File: src/rtl/oam_dma_controller.sv
// Sprite DMA: copies TRANSFER_COUNT bytes from {page, index} to OAMDATA, stalling the CPU. Stall 1+2*N cycles.
// Optional OAMDMA_ODD_ALIGN_EN inserts one ALIGN cycle when triggered on an odd-parity cycle.
module oam_dma_controller #(
  parameter logic [15:0] TRIGGER_ADDRESS = 16'h4014,
  parameter logic [15:0] OAMDATA_ADDRESS = 16'h2004,
  parameter int          TRANSFER_COUNT  = 256
) (
  input  logic        i_clk,
  input  logic        i_reset_n,
  input  logic        i_cpu_rw,
  input  logic [15:0] i_cpu_address,
  input  logic [7:0]  i_cpu_data,
  output logic        o_cpu_en,
  output logic        o_bus_rw,
  output logic [15:0] o_bus_address,
  output logic [7:0]  o_bus_data,
  input  logic [7:0]  i_bus_data,
  output logic        o_busy
);

  typedef enum logic [2:0] {
    IDLE  = 3'd0,
    HALT  = 3'd1,
`ifdef OAMDMA_ODD_ALIGN_EN
    ALIGN = 3'd2,
`endif
    READ  = 3'd3,
    WRITE = 3'd4
  } state_t;

  localparam logic [8:0] LAST_COUNT = 9'(TRANSFER_COUNT);

  state_t     state, state_nxt;
  logic [8:0] index, index_nxt;
  logic [7:0] page, page_nxt;
  logic [7:0] latch, latch_nxt;
  logic       cpu_en_nxt;
  logic [8:0] index_inc;
  logic       trigger;

  assign index_inc = index + 9'd1;
  assign trigger   = (i_cpu_rw == 1'b0) && (i_cpu_address == TRIGGER_ADDRESS);

`ifdef OAMDMA_ODD_ALIGN_EN
  logic parity;
  logic align_req, align_req_nxt;

  // Free-running cycle parity, 0 in the first cycle after reset release.
  always_ff @(negedge i_clk or negedge i_reset_n) begin
    if (!i_reset_n) begin
      parity    <= 1'b0;
      align_req <= 1'b0;
    end else begin
      parity    <= ~parity;
      align_req <= align_req_nxt;
    end
  end
`endif

  always_ff @(negedge i_clk or negedge i_reset_n) begin
    if (!i_reset_n) begin
      state    <= IDLE;
      index    <= 9'd0;
      page     <= 8'd0;
      latch    <= 8'd0;
      o_cpu_en <= 1'b1;
      o_busy   <= 1'b0;
    end else begin
      state    <= state_nxt;
      index    <= index_nxt;
      page     <= page_nxt;
      latch    <= latch_nxt;
      o_cpu_en <= cpu_en_nxt;
      o_busy   <= (state_nxt != IDLE);
    end
  end

  always_comb begin
    state_nxt  = state;
    index_nxt  = index;
    page_nxt   = page;
    latch_nxt  = latch;
    cpu_en_nxt = o_cpu_en;
`ifdef OAMDMA_ODD_ALIGN_EN
    align_req_nxt = align_req;
`endif
    case (state)
      IDLE: begin
        if (trigger) begin
          page_nxt   = i_cpu_data;
          index_nxt  = 9'd0;
          cpu_en_nxt = 1'b0;
          state_nxt  = HALT;
`ifdef OAMDMA_ODD_ALIGN_EN
          align_req_nxt = parity;
`endif
        end
      end
      HALT: begin
`ifdef OAMDMA_ODD_ALIGN_EN
        state_nxt = align_req ? ALIGN : READ;
`else
        state_nxt = READ;
`endif
      end
`ifdef OAMDMA_ODD_ALIGN_EN
      ALIGN: begin
        state_nxt = READ;
      end
`endif
      READ: begin
        latch_nxt = i_bus_data;
        state_nxt = WRITE;
      end
      WRITE: begin
        index_nxt = index_inc;
        if (index_inc == LAST_COUNT) begin
          state_nxt  = IDLE;
          cpu_en_nxt = 1'b1;
        end else begin
          state_nxt = READ;
        end
      end
      default: begin
        state_nxt  = IDLE;
        cpu_en_nxt = 1'b1;
      end
    endcase
  end

  // Dummy cycles reuse the stalled CPU address but never write.
  always_comb begin
    o_bus_rw      = i_cpu_rw;
    o_bus_address = i_cpu_address;
    o_bus_data    = i_cpu_data;
    case (state)
      IDLE: begin
        o_bus_rw      = i_cpu_rw;
        o_bus_address = i_cpu_address;
        o_bus_data    = i_cpu_data;
      end
      READ: begin
        o_bus_rw      = 1'b1;
        o_bus_address = {page, index[7:0]};
        o_bus_data    = latch;
      end
      WRITE: begin
        o_bus_rw      = 1'b0;
        o_bus_address = OAMDATA_ADDRESS;
        o_bus_data    = latch;
      end
      default: begin
        o_bus_rw      = 1'b1;
        o_bus_address = i_cpu_address;
        o_bus_data    = latch;
      end
    endcase
  end

endmodule
File: config.mk
export PLATFORM = sky130hd
export DESIGN_NAME = oam_dma_controller
export DESIGN_NICKNAME = d
export VERILOG_FILES = /design/src/rtl/oam_dma_controller.sv
export SDC_FILE = /design/constraint.sdc
export NUM_CORES = 1
export LEC_CHECK = 0
export CORE_ASPECT_RATIO = 1.5
export CORE_MARGIN = 8
export CORE_UTILIZATION = 40
export CTS_CLUSTER_DIAMETER = 80
export DETAILED_ROUTE_END_ITERATION = 8
export DONT_BUFFER_PORTS = 1
export PLACE_DENSITY = 0.57
export SLEW_MARGIN = 20
export SYNTH_ARGS = -nofsm -noshare
export SYNTH_HDL_FRONTEND = slang
export SYNTH_SLANG_ARGS = --single-unit
File: constraint.sdc
create_clock -name i_clk -period 5.35 [get_ports i_clk]
set_input_delay 1.07 -clock i_clk [delete_from_list [all_inputs] [get_ports i_clk]]
set_output_delay 1.07 -clock i_clk [all_outputs]
set_load 0.02 [all_outputs]
* Word-level counts from Yosys, hierarchy flattened
Cells that the tools add are included.
** Word-level totals
- Bits in registers :: 30
- Input bits :: 35
- Output and inout bits :: 27
- Logic and storage cells :: 35
** Operators by class
- Multiplexer cells :: 11
- Equal/unequal tests :: 7
- Add/subtract/negate cells :: 1
- Bitwise operators :: 2
- Reductions and logical operators :: 8
** Operator list (number)
- one-hot mux 16 bit (2 select lines) :: 1
- one-hot mux 9 bit (2 select lines) :: 1
- equality test 16 x 15 -> 1 bit, second input constant :: 1
- one-hot mux 3 bit (4 select lines) :: 1
- adder 9 x 1 -> 9 bit, second input constant :: 1
- equality test 9 bit, second input constant :: 1
- two-way mux 9 bit :: 1
- two-way mux 8 bit :: 1
- inequality test 2 bit, second input constant :: 2
- AND reduction 2 bit :: 2
- equality test 3 x 1 -> 1 bit, second input constant :: 1
- equality test 3 x 2 -> 1 bit, second input constant :: 1
- equality test 3 bit, second input constant :: 1
- zero test 3 bit :: 1
- two-way mux 3 bit :: 1
- one-hot mux 1 bit (3 select lines) :: 1
- AND reduction 3 bit :: 1
- nonzero test 3 bit :: 1
- two-way mux 1 bit :: 2
- two-way mux 2 bit :: 1
- inverter 1 bit :: 2
- one-hot mux 1 bit (2 select lines) :: 1
- nonzero test 2 bit :: 1
- OR reduction 2 bit :: 1
- logical AND 1 bit :: 1

* Logic depth before layout (Yosys ltp)
- Depth in word-level cells :: 5
- Gate-level depth with buffers :: 7
- Depth with buffers taken out :: 6

==> results.py <==
metrics = {
    "outcome": {
        "run_status": "finished, final reports clean",
    },
    "die": {
        "die_area_um2": 6840,
        "die_h_um": 97.3,
        "coreArea_um2": 4250,
        "initial_utilization_pct": 41.6,
        "ios": 62,
        "die_w_um": 70.2,
        "rows": 29,
    },
    "timing": {
        "finClkSkew_ns": 0.0501,
        "worst_pin_slew_ns": 0.434,
        "tns_ns": 0,
        "timing.slew.headroom_pct": 70.7,
        "drv_slew": 0,
        "hold_viol_final": 0,
        "rsz0062_at_grt": "true",
        "setup_viol": 0,
    },
    "clock_tree": {
        "cts_max_level": 2,
        "clock_latency_ns": 0.34,
        "clock-sinks": 30,
        "cts_tree": "yes",
        "clk_pin_slew_ns": 0.05,
        "cts_buffers": 5,
        "clockBufferDepth": 2,
        "postCtsHoldBufs": 0,
        "cts-root-buf": "clkbuf_8",
    },
    "grt": {
        "antenna_found_initial": 0,
        "grt_pass1_wl_um": 8190,
        "grt_max_degree": 31,
        "first_global_vias": 1571,
        "grt-ovfl-total": 0,
        "grt_usage_pct": 15.0,
    },
    "synthesis": {
        "synthAdderAreaFrac_pct": 1.42,
        "syn_inst": 180,
        "syn_nets": 217,
        "synthSimpleGateAreaFrac_pct": 20.2,
        "syn-cell-area_um2": 1760,
        "ys_ff_latch": 30,
        "synth_top_family_by_area": "simple AND/OR/NAND/NOR gates",
        "muxShareOfSynthArea_pct": 10.8,
        "synth_edf_count": 0,
        "syn_avg_cell_area_um2": 9.80,
        "ys_seq_area_share_pct": 42.6,
        "synth-main-ff-cell": "dfrtn_1",
        "synth_cell_types": 44,
        "synth_compound_area_share_pct": 17.5,
        "yosysWarnings": 0,
        "synth-xor-area-share_pct": 1.99,
        "async_flop_share_pct": 100,
    },
    "finish": {
        "fin_util_pct": 51.8,
        "insertedDiodeCount": 0,
        "fillCellCount": 385,
        "syn_to_final_growth_pct": 24.8,
        "drive_gt1_share_pct": 35.5,
        "num-nets-final": 233,
    },
    "routing": {
        "via_per_inst": 5.95,
        "first_pass_iters": 4,
        "wl_per_cell_um": 21.8,
        "wirelength_um": 5310,
        "drc": 0,
        "drt_iter0_markers": 47,
        "vias": 1445,
        "postRouteAntennaNets": 0,
    },
    "placement": {
        "port_buffers": 0,
        "dp_hpwl_um": 3900,
        "place_congestion": 0.829,
    },
    "critical_path": {
        "start_kind": "register",
        "cp-end-kind": "primary output",
        "path_class": "reg -> out",
        "path_max_fanout": 9,
        "arrival_ns": 4.27,
        "crit_required_ns": 4.28,
    },
    "power_and_ir_drop": {
        "power_density_nw_per_um2": 200,
        "p_leak_nw": 1.01,
        "ir_drop_v": 0.000158,
    },
    "flow_run": {
        "drv_cap": 0,
    },
    "min_path": {
        "hold_path.class": "reg -> reg",
    },
}
==> worst max-delay path, cell delays in order (launching register included) <==
cell and delay (ns):
dfrtn_1 0.39, buf_4 0.17, nor3_4 0.16, buf_6 0.18, mux2_2 0.41
==> state kept, by name, indices dropped and copies added, names as in the netlist <==
signal / flops
index: 9
latch: 8
page: 8
state: 3
o_busy: 1
o_cpu_en: 1
==> metrics by stage <==
stage,cell area [µm²],setup slack [ns],total power [W],std cells,hold slack (ns)
after floorplan,1770,-0.0185,0.000249,180,0.402
after global placement,1850,0.159,0.000251,230,0.417
after detailed placement,1850,0.154,0.000251,230,0.423
after CTS,2030,-0.0322,0.000444,239,0.425
after global routing,2200,-0.0333,0.000455,243,0.451
final,2200,0.0113,0.000440,243,0.425
==> cells by family after synthesis <==
logic type	after synthesis
AO/OA/AOI/OAI	42
XOR/XNOR	4
adder cells (fa/ha/maj)	2
buffers and inverters	15
flip-flops	30
multiplexers	17
AND/OR/NAND/NOR	70
==> area by class of cell <==
class	instances	area, µm²	area share, %
multi-input combinational	135	1090	49.7
timing repair buffer	19	185	8.41
tap	46	57.6	2.62
clock inverter	2	8.76	0.398
sequential	30	752	34.2
clock buffer	7	86.3	3.92
inverter	4	17.5	0.796
==> layer usage <==
metal / wire, µm / GRT usage, %
met1: 2020 / 14.8
met4: 89 / 5.90
met2: 2790 / 26.4
met3: 416 / 6.54
met5: 0 / 0
==> timing repair <==
item                                   CTS  global route
gates resized for setup                 23            30
pin swaps                                2             5
setup endpoints to repair               16            24
setup buffers                            1             4
endpoints found under the hold margin    0             0
==> cell usage after synthesis, types with 2 or more instances <==
library cell / count / area (µm²)
nand2_1: 37 / 139
dfrtn_1: 29 / 726
mux2_2: 16 / 180
a22o_1: 13 / 114
a21oi_1: 8 / 40.0
nor2_1: 7 / 26.3
and3_1: 4 / 25.0
clkbuf_1: 4 / 15.0
inv_1: 4 / 15.0
nand3_1: 4 / 20.0
nor3_1: 4 / 20.0
o21ai_0: 4 / 20.0
buf_2: 3 / 15.0
o211ai_1: 3 / 22.5
o21a_1: 3 / 22.5
a311o_1: 2 / 20.0
a31oi_1: 2 / 12.5
ha_1: 2 / 25.0
nand2b_1: 2 / 12.5
nor3_4: 2 / 32.5
nor4b_1: 2 / 17.5
xnor2_1: 2 / 17.5
xor2_1: 2 / 17.5
==> cells in the final DEF, fill, tap and decap left out, types with 2 or more instances in the layout <==
| cell | n |
|---|---|
| inv_1 | 3 |
| clkbuf_8 | 6 |
| a21oi_1 | 8 |
| buf_4 | 12 |
| nor2_4 | 2 |
| mux2_2 | 11 |
| nor4b_1 | 2 |
| and3_1 | 4 |
| xor2_1 | 2 |
| o211ai_1 | 3 |
| o21ai_0 | 4 |
| a22o_4 | 14 |
| buf_6 | 4 |
| ha_1 | 2 |
| o21a_1 | 3 |
| nor2_1 | 4 |
| nand2b_1 | 2 |
| xnor2_1 | 2 |
| a31oi_1 | 2 |
| nand2_1 | 36 |
| nor3_1 | 3 |
| buf_8 | 2 |
| dfrtn_1 | 29 |
| mux2_4 | 5 |
| a311o_1 | 2 |
| nand3_1 | 3 |
| nor3_4 | 3 |
==> worst paths after layout <==
kind	start	end	slack [ns]	cells past startpoint
max in group asynchronous	i_reset_n	o_cpu_en	2.08	0
max	state[0]	o_bus_data[4]	0.01	4
max reg2reg	index[0]	o_busy	2.97	6
min in group asynchronous	i_reset_n	state[2]	3.03	0
min reg2reg	latch[2]	latch[2]	0.43	2
min	latch[2]	latch[2]	0.43	2
==> power breakdown <==
group	internal [W]	switching (W)	total (W)
combinational	0.00000563	0.00000738	0.0000130
clock	0.000104	0.0000900	0.000194
sequential	0.000232	0.00000154	0.000233
No activity file was read; power rests on OpenSTA's default activity.
